File: config.mk
export PLATFORM = sky130hd
export DESIGN_NAME = sprite_commit_ctrl_flat
export DESIGN_NICKNAME = d
export VERILOG_FILES = /design/src/rtl/sprite_pkg.sv /design/src/rtl/sprite_commit_ctrl_if.sv /design/src/rtl/sprite_commit_ctrl_rr_arbiter.sv /design/src/rtl/sprite_commit_ctrl.sv /design/src/flat_wrapper.sv
export SDC_FILE = /design/constraint.sdc
export NUM_CORES = 1
export LEC_CHECK = 0
export BUFFER_PORTS_ARGS = -buffer_cell sky130_fd_sc_hd__buf_2
export CAP_MARGIN = 40
export CORE_MARGIN = 2
export CORE_UTILIZATION = 54
export CTS_CLUSTER_SIZE = 25
export DETAILED_ROUTE_END_ITERATION = 12
export GPL_TIMING_DRIVEN = 0
export PLACE_DENSITY = 0.79
export SYNTH_ARGS = -nofsm -noshare
export SYNTH_HDL_FRONTEND = slang
export SYNTH_SLANG_ARGS = --single-unit
File: constraint.sdc
create_clock -name master_clk -period 9.2 [get_ports master_clk]
set_input_delay 1.84 -clock master_clk [delete_from_list [all_inputs] [get_ports master_clk]]
set_output_delay 1.84 -clock master_clk [all_outputs]
set_load 0.02 [all_outputs]
File: src/rtl/sprite_pkg.sv
// Shared types and constants for the sprite position commit controller.
package sprite_pkg;

   typedef enum logic {
      IDLE   = 1'b0,
      COMMIT = 1'b1
   } state_e;

   localparam int OBJ_PLAYER  = 0;
   localparam int OBJ_ENEMY   = 1;
   localparam int OBJ_BULLET  = 2;
   localparam int OBJ_EBULLET = 3;
   localparam int OBJ_BULLET2 = 4;

   localparam int DEF_NUM_OBJ = 5;
   localparam int DEF_X_W     = 10;
   localparam int DEF_Y_W     = 9;

endpackage

File: src/rtl/sprite_commit_ctrl_if.sv
// Per-object position write handshake between game logic and the commit controller.
interface sprite_commit_ctrl_if #(
   parameter int NUM_OBJ = sprite_pkg::DEF_NUM_OBJ,
   parameter int X_W     = sprite_pkg::DEF_X_W,
   parameter int Y_W     = sprite_pkg::DEF_Y_W
);
   logic [NUM_OBJ-1:0]     req;
   logic [NUM_OBJ*X_W-1:0] wr_x;
   logic [NUM_OBJ*Y_W-1:0] wr_y;
   logic [NUM_OBJ-1:0]     ack;

   modport master (output req, output wr_x, output wr_y, input ack);
   modport slave  (input req, input wr_x, input wr_y, output ack);
endinterface

File: src/rtl/sprite_commit_ctrl_rr_arbiter.sv
// Combinational round-robin pick: first unmasked request at or after the pointer.
module rr_arbiter #(
   parameter int N     = 5,
   parameter int IDX_W = (N > 1) ? $clog2(N) : 1
) (
   input  logic [N-1:0]     req,
   input  logic [N-1:0]     mask,
   input  logic [IDX_W-1:0] pointer,
   input  logic             enable,
   output logic [N-1:0]     grant,
   output logic [IDX_W-1:0] grant_idx
);
   logic [N-1:0]     elig;
   logic [IDX_W-1:0] idx;
   logic             found;

   always_comb begin
      elig      = req & ~mask;
      grant     = '0;
      grant_idx = '0;
      found     = 1'b0;
      idx       = '0;
      for (int k = 0; k < N; k++) begin
         idx = IDX_W'((32'(pointer) + 32'(k)) % 32'(N));
         if (enable && !found && elig[idx]) begin
            found       = 1'b1;
            grant[idx]  = 1'b1;
            grant_idx   = idx;
         end
      end
   end
endmodule

File: src/rtl/sprite_commit_ctrl.sv
// Arbitrates position writes into a shadow bank and copies dirty entries to the
// renderer-visible active bank in a sweep started by vertical blank.
//
// state  | meaning
// IDLE   | arbitration enabled, waiting for vblank_start
// COMMIT | sweeping c = 0..NUM_OBJ-1, copying dirty shadow entries to active
module sprite_commit_ctrl
   import sprite_pkg::*;
#(
   parameter int NUM_OBJ = DEF_NUM_OBJ,
   parameter int X_W     = DEF_X_W,
   parameter int Y_W     = DEF_Y_W,
   parameter int OVR_W   = 8
) (
   input  logic                   master_clk,
   input  logic                   reset,
   sprite_commit_ctrl_if.slave    bus,
   input  logic                   vblank_start,
   output logic [NUM_OBJ*X_W-1:0] obj_x,
   output logic [NUM_OBJ*Y_W-1:0] obj_y,
   output logic [NUM_OBJ-1:0]     dirty,
   output logic                   commit_busy,
   output logic                   frame_done,
   output logic [OVR_W-1:0]       overrun_cnt
);
   localparam int IDX_W = (NUM_OBJ > 1) ? $clog2(NUM_OBJ) : 1;

   state_e               state_q, state_d;
   logic [IDX_W-1:0]     c_q, c_d;
   logic [IDX_W-1:0]     ptr_q, ptr_d;
   logic [NUM_OBJ-1:0]   ack_q, ack_d;
   logic [NUM_OBJ-1:0]   dirty_q, dirty_d;
   logic                 frame_done_q, frame_done_d;
   logic [OVR_W-1:0]     ovr_q, ovr_d;
   logic [X_W-1:0]       sh_x_q [NUM_OBJ];
   logic [X_W-1:0]       sh_x_d [NUM_OBJ];
   logic [Y_W-1:0]       sh_y_q [NUM_OBJ];
   logic [Y_W-1:0]       sh_y_d [NUM_OBJ];
   logic [X_W-1:0]       act_x_q [NUM_OBJ];
   logic [X_W-1:0]       act_x_d [NUM_OBJ];
   logic [Y_W-1:0]       act_y_q [NUM_OBJ];
   logic [Y_W-1:0]       act_y_d [NUM_OBJ];
   logic [NUM_OBJ-1:0]   gnt;
   logic [IDX_W-1:0]     gnt_idx;

   // The requester currently seeing its ack is masked so a held req is not re-granted early.
   rr_arbiter #(.N(NUM_OBJ), .IDX_W(IDX_W)) u_arb (
      .req       (bus.req),
      .mask      (ack_q),
      .pointer   (ptr_q),
      .enable    (state_q == IDLE),
      .grant     (gnt),
      .grant_idx (gnt_idx)
   );

   always_comb begin
      state_d      = state_q;
      c_d          = c_q;
      ptr_d        = ptr_q;
      ack_d        = gnt;
      dirty_d      = dirty_q;
      frame_done_d = 1'b0;
      ovr_d        = ovr_q;
      sh_x_d       = sh_x_q;
      sh_y_d       = sh_y_q;
      act_x_d      = act_x_q;
      act_y_d      = act_y_q;

      for (int i = 0; i < NUM_OBJ; i++) begin
         if (gnt[i]) begin
            sh_x_d[i]  = bus.wr_x[i*X_W +: X_W];
            sh_y_d[i]  = bus.wr_y[i*Y_W +: Y_W];
            dirty_d[i] = 1'b1;
         end
      end
      if (|gnt) begin
         ptr_d = (gnt_idx == IDX_W'(NUM_OBJ-1)) ? '0 : gnt_idx + 1'b1;
      end

      case (state_q)
         IDLE: begin
            if (vblank_start) begin
               state_d = COMMIT;
               c_d     = '0;
            end
         end
         COMMIT: begin
            if (vblank_start && (ovr_q != '1)) begin
               ovr_d = ovr_q + 1'b1;
            end
            for (int i = 0; i < NUM_OBJ; i++) begin
               if ((IDX_W'(i) == c_q) && dirty_q[i]) begin
                  act_x_d[i] = sh_x_q[i];
                  act_y_d[i] = sh_y_q[i];
                  dirty_d[i] = 1'b0;
               end
            end
            if (c_q == IDX_W'(NUM_OBJ-1)) begin
               state_d      = IDLE;
               c_d          = '0;
               frame_done_d = 1'b1;
            end else begin
               c_d = c_q + 1'b1;
            end
         end
         default: state_d = IDLE;
      endcase
   end

   always_ff @(posedge master_clk or posedge reset) begin
      if (reset) begin
         state_q      <= IDLE;
         c_q          <= '0;
         ptr_q        <= '0;
         ack_q        <= '0;
         dirty_q      <= '0;
         frame_done_q <= 1'b0;
         ovr_q        <= '0;
         for (int i = 0; i < NUM_OBJ; i++) begin
            sh_x_q[i]  <= '0;
            sh_y_q[i]  <= '0;
            act_x_q[i] <= '0;
            act_y_q[i] <= '0;
         end
      end else begin
         state_q      <= state_d;
         c_q          <= c_d;
         ptr_q        <= ptr_d;
         ack_q        <= ack_d;
         dirty_q      <= dirty_d;
         frame_done_q <= frame_done_d;
         ovr_q        <= ovr_d;
         sh_x_q       <= sh_x_d;
         sh_y_q       <= sh_y_d;
         act_x_q      <= act_x_d;
         act_y_q      <= act_y_d;
      end
   end

   always_comb begin
      obj_x = '0;
      obj_y = '0;
      for (int i = 0; i < NUM_OBJ; i++) begin
         obj_x[i*X_W +: X_W] = act_x_q[i];
         obj_y[i*Y_W +: Y_W] = act_y_q[i];
      end
   end

   assign bus.ack     = ack_q;
   assign dirty       = dirty_q;
   assign commit_busy = (state_q == COMMIT);
   assign frame_done  = frame_done_q;
   assign overrun_cnt = ovr_q;

endmodule

File: src/flat_wrapper.sv
// flat-port wrapper written by rule: the top's interface ports become plain ports
module sprite_commit_ctrl_flat import sprite_pkg::*;
#(
   parameter int NUM_OBJ = DEF_NUM_OBJ,
   parameter int X_W     = DEF_X_W,
   parameter int Y_W     = DEF_Y_W,
   parameter int OVR_W   = 8
)
  (master_clk, reset, vblank_start, obj_x, obj_y, dirty, commit_busy, frame_done, overrun_cnt, bus_req, bus_wr_x, bus_wr_y, bus_ack);
  sprite_commit_ctrl_if #(.NUM_OBJ(NUM_OBJ), .X_W(X_W), .Y_W(Y_W)) bus_i ();
  input  logic master_clk;
  input  logic reset;
  input  logic vblank_start;
  output logic [NUM_OBJ*X_W-1:0] obj_x;
  output logic [NUM_OBJ*Y_W-1:0] obj_y;
  output logic [NUM_OBJ-1:0] dirty;
  output logic commit_busy;
  output logic frame_done;
  output logic [OVR_W-1:0] overrun_cnt;
  input wire logic [$bits(bus_i.req)-1:0] bus_req;
  input wire logic [$bits(bus_i.wr_x)-1:0] bus_wr_x;
  input wire logic [$bits(bus_i.wr_y)-1:0] bus_wr_y;
  output wire logic [$bits(bus_i.ack)-1:0] bus_ack;
  assign bus_i.req = bus_req;
  assign bus_i.wr_x = bus_wr_x;
  assign bus_i.wr_y = bus_wr_y;
  assign bus_ack = bus_i.ack;
  sprite_commit_ctrl #(.NUM_OBJ(NUM_OBJ), .X_W(X_W), .Y_W(Y_W), .OVR_W(OVR_W)) u_core (.master_clk(master_clk), .reset(reset), .bus(bus_i), .vblank_start(vblank_start), .obj_x(obj_x), .obj_y(obj_y), .dirty(dirty), .commit_busy(commit_busy), .frame_done(frame_done), .overrun_cnt(overrun_cnt));
endmodule
# After elaboration in Yosys (flattened, before gate mapping)
# Index checks and enable logic that the tools add are counted.
dict set report totals {
  reg_bits 216
  inputBits 103
  out_inout_bits 115
  wordCells 150
}
dict set report classes {
  n_addsub 7
  n_div 5
  magnitude_cmp 10
  n_eq_ne 8
  n_mux 54
  bitwise_logic 7
  reduce_logical 32
}
# cell count
set op_table {}
lappend op_table {{32-bit by 3-bit remainder unit with 32-bit output, second input constant} 4}
lappend op_table {{3-bit by 3-bit remainder unit with 32-bit output, second input constant} 1}
lappend op_table {{5-bit two-way mux} 6}
lappend op_table {{1-bit two-way mux} 28}
lappend op_table {{3-bit two-way mux} 8}
lappend op_table {{1-bit logical AND} 20}
lappend op_table {{3-bit by 4-bit < comparator with 1-bit output, second input constant} 5}
lappend op_table {{5-bit bitwise OR} 4}
lappend op_table {{1-bit binary-select mux with 3-bit select} 5}
lappend op_table {{1-bit demux with 3-bit select} 5}
lappend op_table {{3-bit by 1-bit >= comparator with 1-bit output, second input constant} 5}
lappend op_table {{2-bit AND reduction} 6}
lappend op_table {{3-bit by 2-bit adder with 4-bit output, second input constant} 2}
lappend op_table {{8-bit by 1-bit adder with 8-bit output, second input constant} 1}
lappend op_table {{8-bit inequality test, second input constant} 1}
lappend op_table {{3-bit by 1-bit adder with 3-bit output, second input constant} 2}
lappend op_table {{2-bit by 3-bit equality test with 1-bit output, first input constant} 2}
lappend op_table {{3-bit equality test, second input constant} 2}
lappend op_table {{3-bit case mux with 2 select lines} 1}
lappend op_table {{5-bit bitwise AND} 1}
lappend op_table {{5-bit inverter} 1}
lappend op_table {{5-bit OR reduction} 1}
lappend op_table {{3-bit by 1-bit adder with 4-bit output, second input constant} 1}
lappend op_table {{3-bit by 3-bit adder with 4-bit output, second input constant} 1}
lappend op_table {{other kinds (7)} 10}

# Longest topological paths before layout
# Gate-level depths: netlist (run 1).
dict set report depth {
  depth_word 25
  ltp_mapped 27
  mapped_depth_nobuf 24
}

# By module
# A second synthesis (run 1) with hierarchy kept.
dict set report hier_totals {
  cells_unflattened 761
  hier_area_um2 10168.5
}
# mod n_inst cells_per_inst area_per_inst_um2 seq_area_each_um2
set by_module_without_submodules {}
lappend by_module_without_submodules {sprite_commit_ctrl 1 501 8245.4 5405.2}
lappend by_module_without_submodules {rr_arbiter 1 260 1923.1 0.0}

# Worst setup path after synthesis (run 1)
# Ideal clock, no wire load.
dict set report synth_timing {
  kind {register to register}
  startpoint {reg u_core.ptr_q[0]}
  endpoint {reg u_core.ptr_q[1]}
  setup_ns 0.125
  t_arrival_ns 5.918
  required_ns 9.075
  setup_slack_ns 3.157
  path_stages_with_launch 26
  n_path_buf 3
  period_less_slack_ns 6.043
  cell_sequence {dfrtp_1 -> buf_2 -> inv_1 -> buf_1 -> ha_1 -> xnor2_1 -> inv_1 -> ha_1 -> or3b_2 -> o22ai_1 -> nor2_1 -> inv_1 -> ha_1 -> nand2b_1 -> o311ai_1 -> a41oi_1 -> mux2i_1 -> mux4_2 -> and2_1 -> or3_4 -> o211a_4 -> buf_6 -> nand2_1 -> inv_1 -> ha_1 -> mux2_2}
}
dict set report synth_via {
  elab_chain_len 23
  elab_cells_between_ends 79
  cone_classes {add/sub (5); div (5); order compare (10); eq/ne (1); mux (35); bitwise (4); reduce/logical (19)}
}
# item line_no
set synth_lines {}
lappend synth_lines {{start: declaration} sprite_commit_ctrl.sv:30} ;# logic [IDX_W-1:0] ptr_q, ptr_d;
lappend synth_lines {{start signal: assignment} sprite_commit_ctrl.sv:128} ;# ptr_q <= ptr_d;
lappend synth_lines {{branches (longest 23 deep; another with 32-bit by 3-bit remainder unit with 32-bit output)} --}
# Parallel ways; which one is timed is not known. The select of a mux whose other input is x is not followed.
# A chain may end at the register's enable or synchronous reset.

# Worst setup path in the final report (run 1)
dict set report layout_timing {
  startpoint {reg u_core.ptr_q[0]}
  endpoint {reg u_core.ptr_q[2]}
}
# Same word-level chain as after synthesis.

==> results.sh, run 1 <==
export IMPL_crit_slowest_cell="mux4_2"
export IMPL_clk_latency_ns=0.50
export IMPL_drive_above_1_share_pct=47.8
export IMPL_power_frac_seq_pct=33.2
export IMPL_min_path_type="reg -> reg"
export IMPL_yosysSeqAreaShare_pct=53.9
export IMPL_ant_nets=0
export IMPL_portBuffers=217
export IMPL_synth_async_reset_ratio_pct=100
export IMPL_core_sq_um=18100
export IMPL_numCtsBuffers=23
export IMPL_worstReg2RegEnd="u_core.ptr_q[2]"
export IMPL_p_int_mw=3.08
export IMPL_peakVddDrop_mv=0.242
export IMPL_p_total_mw=4.99
export IMPL_grt_overflow=0
export IMPL_rsz0062_at_grt="false"
export IMPL_cts_root_buf="clkbuf_16"
export IMPL_critical_path_class="reg -> reg"
export IMPL_power_leakage_nw=6.06
export IMPL_layout_common_cells="buf_2, dfrtp_1, mux2_2"
export IMPL_crit_fanout=13
export IMPL_syn_nets=890
export IMPL_ctsHoldBuffers=0
export IMPL_drt_iter0_markers=462
export IMPL_outcome="finished clean"
export IMPL_r2r_slack_ns=1.81
export IMPL_routed_via_count=6957
export IMPL_viasPerCell=5.60
export IMPL_power_density_nw_per_um2=407
export IMPL_synth_cells=756
export IMPL_antenna_found_initial=1
export IMPL_switching_share_pct=38.2
export IMPL_p_clk_share_pct=19.5
export IMPL_cp_required_ns=9.62
export IMPL_critical_path_buf_inv_count=6
export IMPL_dieArea_sq_um=19700
export IMPL_end_kind="flip-flop"
export IMPL_crit_family="simple AND/OR/NAND/NOR gates"
export IMPL_p_switching_mw=1.91
export IMPL_holdPathEnd="u_core.obj_y[17]"
export IMPL_htreeDepth=1
export IMPL_postCtsSetupBuffers=0
export IMPL_syn_avg_cell_area_sq_um=13.3
export IMPL_fin_nets=1133
export IMPL_slowest_delay_ns=0.58
export IMPL_synth_cell_area_sq_um=10000
export IMPL_clock_sinks=216
export IMPL_worst_clock_skew_ns=0.00998
export IMPL_tritoncts="built"
export IMPL_die_x_microns=140
export IMPL_grt_max_degree=111
export IMPL_relSlewSlack_pct=50.4
export IMPL_combPwrFrac_pct=47.3
export IMPL_reg2reg_depth=25
export IMPL_hold_depth=1
export IMPL_cpMostUsedCell="ha_1"
export IMPL_max_cap_viol_count=0
export IMPL_row_count=49
export IMPL_ys_seq_elements=216
export IMPL_worstPathArrival_ns=7.81
export IMPL_synth_warnings=0
export IMPL_clockBufferDepth=3
export IMPL_synth_ff_type="dfrtp_1"
export IMPL_hp_start="u_core.sh_y_q[35]"
export IMPL_worst_slack_ns=1.81
export IMPL_fin_crit_ns=7.39
export IMPL_floorplan_initialDensity_pct=55.5
export IMPL_synth_edf_count=0
export IMPL_layout_commonest_cell="buf_2"
export IMPL_cts_clk_slew_worst_paths_ns=0.06
export IMPL_grt_first_pass_wirelength_microns=37500
export IMPL_nFillCells=1315
export IMPL_routedWlPerCell_microns=18.5
export IMPL_slew_violations=0
export IMPL_fmax_mhz=135
export IMPL_place_ws_ns=1.88
export IMPL_drc_errors=0
export IMPL_gp_congestion=0.875
export IMPL_min_period_over_period_pct=80.4
export IMPL_hold_viol_final=0
export IMPL_track_usage_pct=23.5
export IMPL_setup_viol=0
export IMPL_start_kind="flip-flop"
export IMPL_r2r_start="u_core.ptr_q[0]"
export IMPL_synth_cell_types=80
export IMPL_area_growth_syn_to_layout_pct=22.1
export IMPL_detailed_place_hpwl_microns=16600
export IMPL_post_cts_resized=0
export IMPL_ios=218
export IMPL_grt_pass1_vias=7222
export IMPL_multi_input_area_sq_um=4370
export IMPL_seqCellArea_sq_um=5410
export IMPL_first_pass_iters=5
export IMPL_worst_slew_pin_slew_ns=0.744
export IMPL_routed_wirelength_microns=23000
export IMPL_die_h_microns=140
[how the worst max path moves through the flow]
stage / start / cells after the start / end
2_1_floorplan: reset / 1 / u_core.bus.ack[0]
3_3_place_gp: reset / 2 / u_core.obj_x[34]
3_5_place_dp: u_core.ptr_q[0] / 25 / u_core.ptr_q[2]
4_1_cts: u_core.ptr_q[0] / 25 / u_core.ptr_q[2]
5_1_grt: u_core.ptr_q[0] / 25 / u_core.ptr_q[2]
6_report: u_core.ptr_q[0] / 25 / u_core.ptr_q[2]
[worst reg2reg max path, cell delays in order (launching register included)]
cell and delay [ns]:
dfrtp_1 0.45, buf_2 0.22, inv_1 0.17, buf_1 0.56
ha_1 0.40, clkinv_1 0.35, ha_1 0.36, or3b_2 0.44
o22ai_1 0.18, nor2_1 0.09, inv_1 0.08, ha_1 0.13
nand2b_1 0.17, o311ai_1 0.17, a41oi_1 0.39, mux2i_1 0.55
mux4_2 0.59, and2_1 0.20, and4b_1 0.22, nor4_2 0.45
buf_2 0.40, nand2_1 0.13, ha_1 0.23, nor3_1 0.17
a21oi_1 0.07, mux2i_1 0.14
[Yosys cell counts, types with 3 or more instances]
master,instances,area share (%)
a221oi_1,3,0.26
nand2b_1,10,0.62
nand4_1,3,0.19
o22ai_1,3,0.19
a21o_1,4,0.30
nor4_1,6,0.37
nor3_1,12,0.60
buf_2,8,0.40
nand3_1,10,0.50
nand2_1,25,0.94
o21a_1,9,0.67
xnor2_1,11,0.96
a211o_1,3,0.26
mux2i_1,11,1.1
and3_1,4,0.25
a21oi_1,15,0.75
ha_1,30,3.7
mux2_4,18,2.7
buf_1,3,0.11
dfrtp_1,216,54
a21boi_0,3,0.22
or2_2,4,0.25
nor2_1,21,0.79
mux2_2,174,20
nor2b_1,10,0.62
clkbuf_1,18,0.67
o211ai_1,4,0.30
o21ai_0,11,0.55
a211oi_1,6,0.45
o31ai_1,5,0.37
a31oi_1,5,0.31
inv_1,27,1.0
and2_1,4,0.25
[power by group through the flow]
| stage | logic [mW] | clock network [mW] | registers, mW |
|---|---|---|---|
| CTS | 2.37 | 0.991 | 1.65 |
| global placement | 2.30 | 0 | 1.63 |
| floorplan | 1.46 | 0 | 1.89 |
| finish | 2.36 | 0.973 | 1.66 |
| global route | 2.56 | 1.03 | 1.71 |
| detailed placement | 2.34 | 0 | 1.66 |
[per-layer routing]
metal / routed length, microns / global-route usage, % / up-vias
met1: 9240 / 29.8 / 3446
met3: 1490 / 5.50 / 51
li1: - / - / 3237
met4: 732 / 7.55 / 0
met2: 11500 / 40.1 / 223
met5: 0 / 0 / -
[stage by stage]
| stage | util [%] | area (sq um) | std cells | hold WS, ns | TNS [ns] |
|---|---|---|---|---|---|
| global route | 67.7 | 12300 | 1243 | 0.508 | 0 |
| global placement | 63.1 | 11400 | 1202 | 0.477 | -158.05 |
| finish | 67.7 | 12300 | 1243 | 0.497 | 0 |
| floorplan | - | 10000 | 756 | 0.475 | 0 |
| CTS | 67.7 | 12300 | 1242 | 0.500 | 0 |
| detailed placement | 63.3 | 11400 | 1203 | 0.486 | 0 |
[cell families (layout without fill, tap and decap cells)]
family / count (synthesis) / after routing / share of synthesized area (%)
AOI/OAI and AO/OA: 102 / 102 / 7.62
muxes: 206 / 206 / 23.9
and+or+nand+nor: 125 / 125 / 6.77
adders and majority gates: 31 / 31 / 3.94
xor gates and xnor gates: 14 / 14 / 1.30
other: 0 / 1 / 0
buffers and inverters: 62 / 319 / 2.64
DFF: 216 / 216 / 53.9
[area by class of cell]
cell class	instances	area share, %
timing repair buffer	218	9.09
buffer	33	1.28
inverter	29	0.950
antenna	1	0.0204
clock buffer	29	5.29
tap	229	2.34
sequential	216	44.1
clock inverter	10	1.30
multi-input combinational	478	35.6
[registers in the layout, summed over array words and instances, names as in the netlist]
signal / count
u_core.sh_x_q: 50
u_core.c_q: 3
u_core.overrun_cnt: 8
u_core.dirty: 5
u_core.frame_done: 1
u_core.obj_x: 50
u_core.sh_y_q: 45
u_core.ptr_q: 3
u_core.bus.ack: 5
u_core.commit_busy: 1
u_core.obj_y: 45
No activity file was read; power rests on OpenSTA's default activity.
==> run 2: changes to the inputs <==
Settings changed: ABC_AREA set to 1, PLACE_DENSITY 0.79 to 0.8.
Clock period 9.2 ns to 7.65 ns, I/O delays scaled along.
==> run 2 against run 1 <==
Net effect:
- clock skew grew 0.0078 ns
- setup slack better by 0.67 ns
- clock-buffer cell count grew 3
- power increased by 8.9%
- design area shrank 2.0%
- sequential cell count did not move
- non-clock buffer count rose by 11
- core utilization is 0.67 points lower
- die area fell by 2.1%
- largest power group unchanged
- highest routed layer is now met5
==> results.sh, run 2 <==
export IMPL_floorplan_initialDensity_pct=54.8
export IMPL_postCtsSetupBuffers=0
export IMPL_peakVddDrop_mv=0.256
export IMPL_hold_viol_final=0
export IMPL_routedWlPerCell_microns=14.7
export IMPL_routed_via_count=8153
export IMPL_crit_fanout=10
export IMPL_setup_viol=0
export IMPL_synth_cells=1116
export IMPL_min_path_type="reg -> reg"
export IMPL_area_growth_syn_to_layout_pct=22.3
export IMPL_outcome="finished clean"
export IMPL_slew_violations=0
export IMPL_numCtsBuffers=22
export IMPL_viasPerCell=5.09
export IMPL_max_cap_viol_count=0
export IMPL_cts_root_buf="clkbuf_16"
export IMPL_reg2reg_depth=32
export IMPL_synth_ff_type="dfrtp_1"
export IMPL_ant_nets=0
export IMPL_r2r_start="u_core.ptr_q[0]"
export IMPL_crit_slowest_cell="dfrtp_1"
export IMPL_clk_latency_ns=0.51
export IMPL_antennaDiodeCount=0
export IMPL_drc_errors=0
export IMPL_holdPathEnd="u_core.obj_y[37]"
export IMPL_layout_commonest_cell="nand2_1"
export IMPL_critical_path_buf_inv_count=8
export IMPL_antenna_found_initial=3
export IMPL_clockBufferDepth=3
export IMPL_worstPathArrival_ns=5.58
export IMPL_start_kind="flip-flop"
export IMPL_synth_cell_area_sq_um=9820
export IMPL_hold_depth=2
export IMPL_syn_avg_cell_area_sq_um=8.80
export IMPL_fmax_mhz=193
export IMPL_min_period_over_period_pct=67.7
export IMPL_end_kind="flip-flop"
export IMPL_detailed_place_hpwl_microns=16800
export IMPL_ys_seq_elements=216
export IMPL_first_pass_iters=5
export IMPL_yosys_top_cells_count="nand2_1, dfrtp_1, inv_1"
export IMPL_grt_first_pass_wirelength_microns=39000
export IMPL_fin_util_pct=67.1
export IMPL_rsz0062_at_grt="false"
export IMPL_drive_above_1_share_pct=24.0
export IMPL_synth_most_common_cell="nand2_1"
export IMPL_crit_family="simple AND/OR/NAND/NOR gates"
export IMPL_syn_nets=1250
export IMPL_yosysSeqAreaShare_pct=55.1
export IMPL_place_area_sq_um=11300
export IMPL_worstReg2RegEnd="u_core.ptr_q[2]"
export IMPL_tritoncts="built"
export IMPL_drt_iter0_markers=531
export IMPL_r2r_slack_ns=2.47
export IMPL_cp_required_ns=8.06
export IMPL_die_x_microns=139
export IMPL_stdcell_area_sq_um=12000
export IMPL_yosys_area_top_type_share_pct=55.1
export IMPL_synth_warnings=0
export IMPL_track_usage_pct=24.4
export IMPL_fin_crit_ns=5.18
export IMPL_power_leakage_nw=6.49
export IMPL_cts_clk_slew_worst_paths_ns=0.06
export IMPL_clock_sinks=216
export IMPL_core_sq_um=17900
export IMPL_yosys_area_top_type="dfrtp_1"
export IMPL_fin_nets=1493
export IMPL_ios=218
export IMPL_synth_async_reset_ratio_pct=100
export IMPL_ctsHoldBuffers=0
export IMPL_htreeDepth=1
export IMPL_ys_top_cells_by_area="dfrtp_1, nand2_1, o21ai_0"
export IMPL_grt_overflow=0
export IMPL_gp_congestion=0.894
export IMPL_portBuffers=217
export IMPL_cpMostUsedCell="nand2_1"
export IMPL_synth_cell_types=40
export IMPL_critical_path_class="reg -> reg"
export IMPL_worst_slew_pin_slew_ns=0.582
export IMPL_routed_wirelength_microns=23600
export IMPL_layout_common_cells="nand2_1, buf_2, dfrtp_1"
export IMPL_dieArea_sq_um=19300
export IMPL_synth_edf_count=0
export IMPL_grt_max_degree=89
export IMPL_relSlewSlack_pct=61.1
export IMPL_post_cts_resized=0
export IMPL_grt_pass1_vias=8049
export IMPL_power_density_nw_per_um2=453
export IMPL_die_h_microns=139
export IMPL_slowest_delay_ns=0.49
export IMPL_row_count=49
export IMPL_hp_start="u_core.obj_y[37]"
export IMPL_worst_clock_skew_ns=0.0178
==> run 2: worst register-to-register path, delay by kind of cell, from the launching register on <==
family / cells / cell delay [ns]
AND/OR/NAND/NOR: 19 / 2.20
adder cells (fa/ha/maj): 4 / 1.11
flip-flops: 1 / 0.49
buffers and inverters: 8 / 0.98
XOR/XNOR: 1 / 0.29
==> run 2: worst max path at each step <==
stage,start,endpoint,cells after the start
finish,u_core.ptr_q[0],u_core.ptr_q[2],32
floorplan,reset,u_core.bus.ack[0],1
global placement,reset,u_core.sh_x_q[11],2
CTS,u_core.ptr_q[0],u_core.ptr_q[2],32
detailed placement,u_core.ptr_q[0],u_core.ptr_q[2],32
global route,u_core.ptr_q[0],u_core.ptr_q[2],32
==> run 2: routing by layer <==
layer / vias up / part of all wire, % / GRT usage [%]
li1: 3998 / - / -
met1: 3815 / 43 / 33.2
met2: 282 / 46 / 38.9
met3: 54 / 8.0 / 6.11
met4: 4 / 2.9 / 8.24
met5: - / 0.089 / 0
==> run 2: power by group <==
group,switching [mW],internal [mW]
logic,1.63,0.802
clock network,0.437,0.665
registers,0.243,1.66
==> run 2: final cells by class <==
cell class	instances	area, sq um
tap	229	287
inverter	168	641
timing repair buffer	219	1140
clock inverter	7	98.8
buffer	43	243
sequential	216	5410
multi-input combinational	689	3530
fill	1417	5890
clock buffer	32	658
==> run 2: kinds of logic (layout without fill, tap and decap cells) <==
| group | Yosys count | in the layout | synth area share, % |
|---|---|---|---|
| simple gates | 424 | 424 | 18.9 |
| xor+xnor | 11 | 11 | 1.17 |
| buf+inv | 211 | 469 | 8.92 |
| compound gates | 222 | 222 | 11.8 |
| mux | 1 | 1 | 0.153 |
| flops | 216 | 216 | 55.1 |
| fa+ha+maj | 31 | 31 | 4.03 |
==> run 2: through the flow <==
stage / cells / worst slack (ns) / TNS, ns / hold WS, ns / power, mW
floorplan: 1116 / 0.212 / 0 / 0.442 / 3.61
global placement: 1562 / -1.93 / -411.99 / 0.460 / 4.22
detailed placement: 1564 / 2.56 / 0 / 0.468 / 4.32
CTS: 1603 / 2.48 / 0 / 0.482 / 5.46
global route: 1603 / 2.07 / 0 / 0.497 / 5.87
finish: 1603 / 2.47 / 0 / 0.477 / 5.44
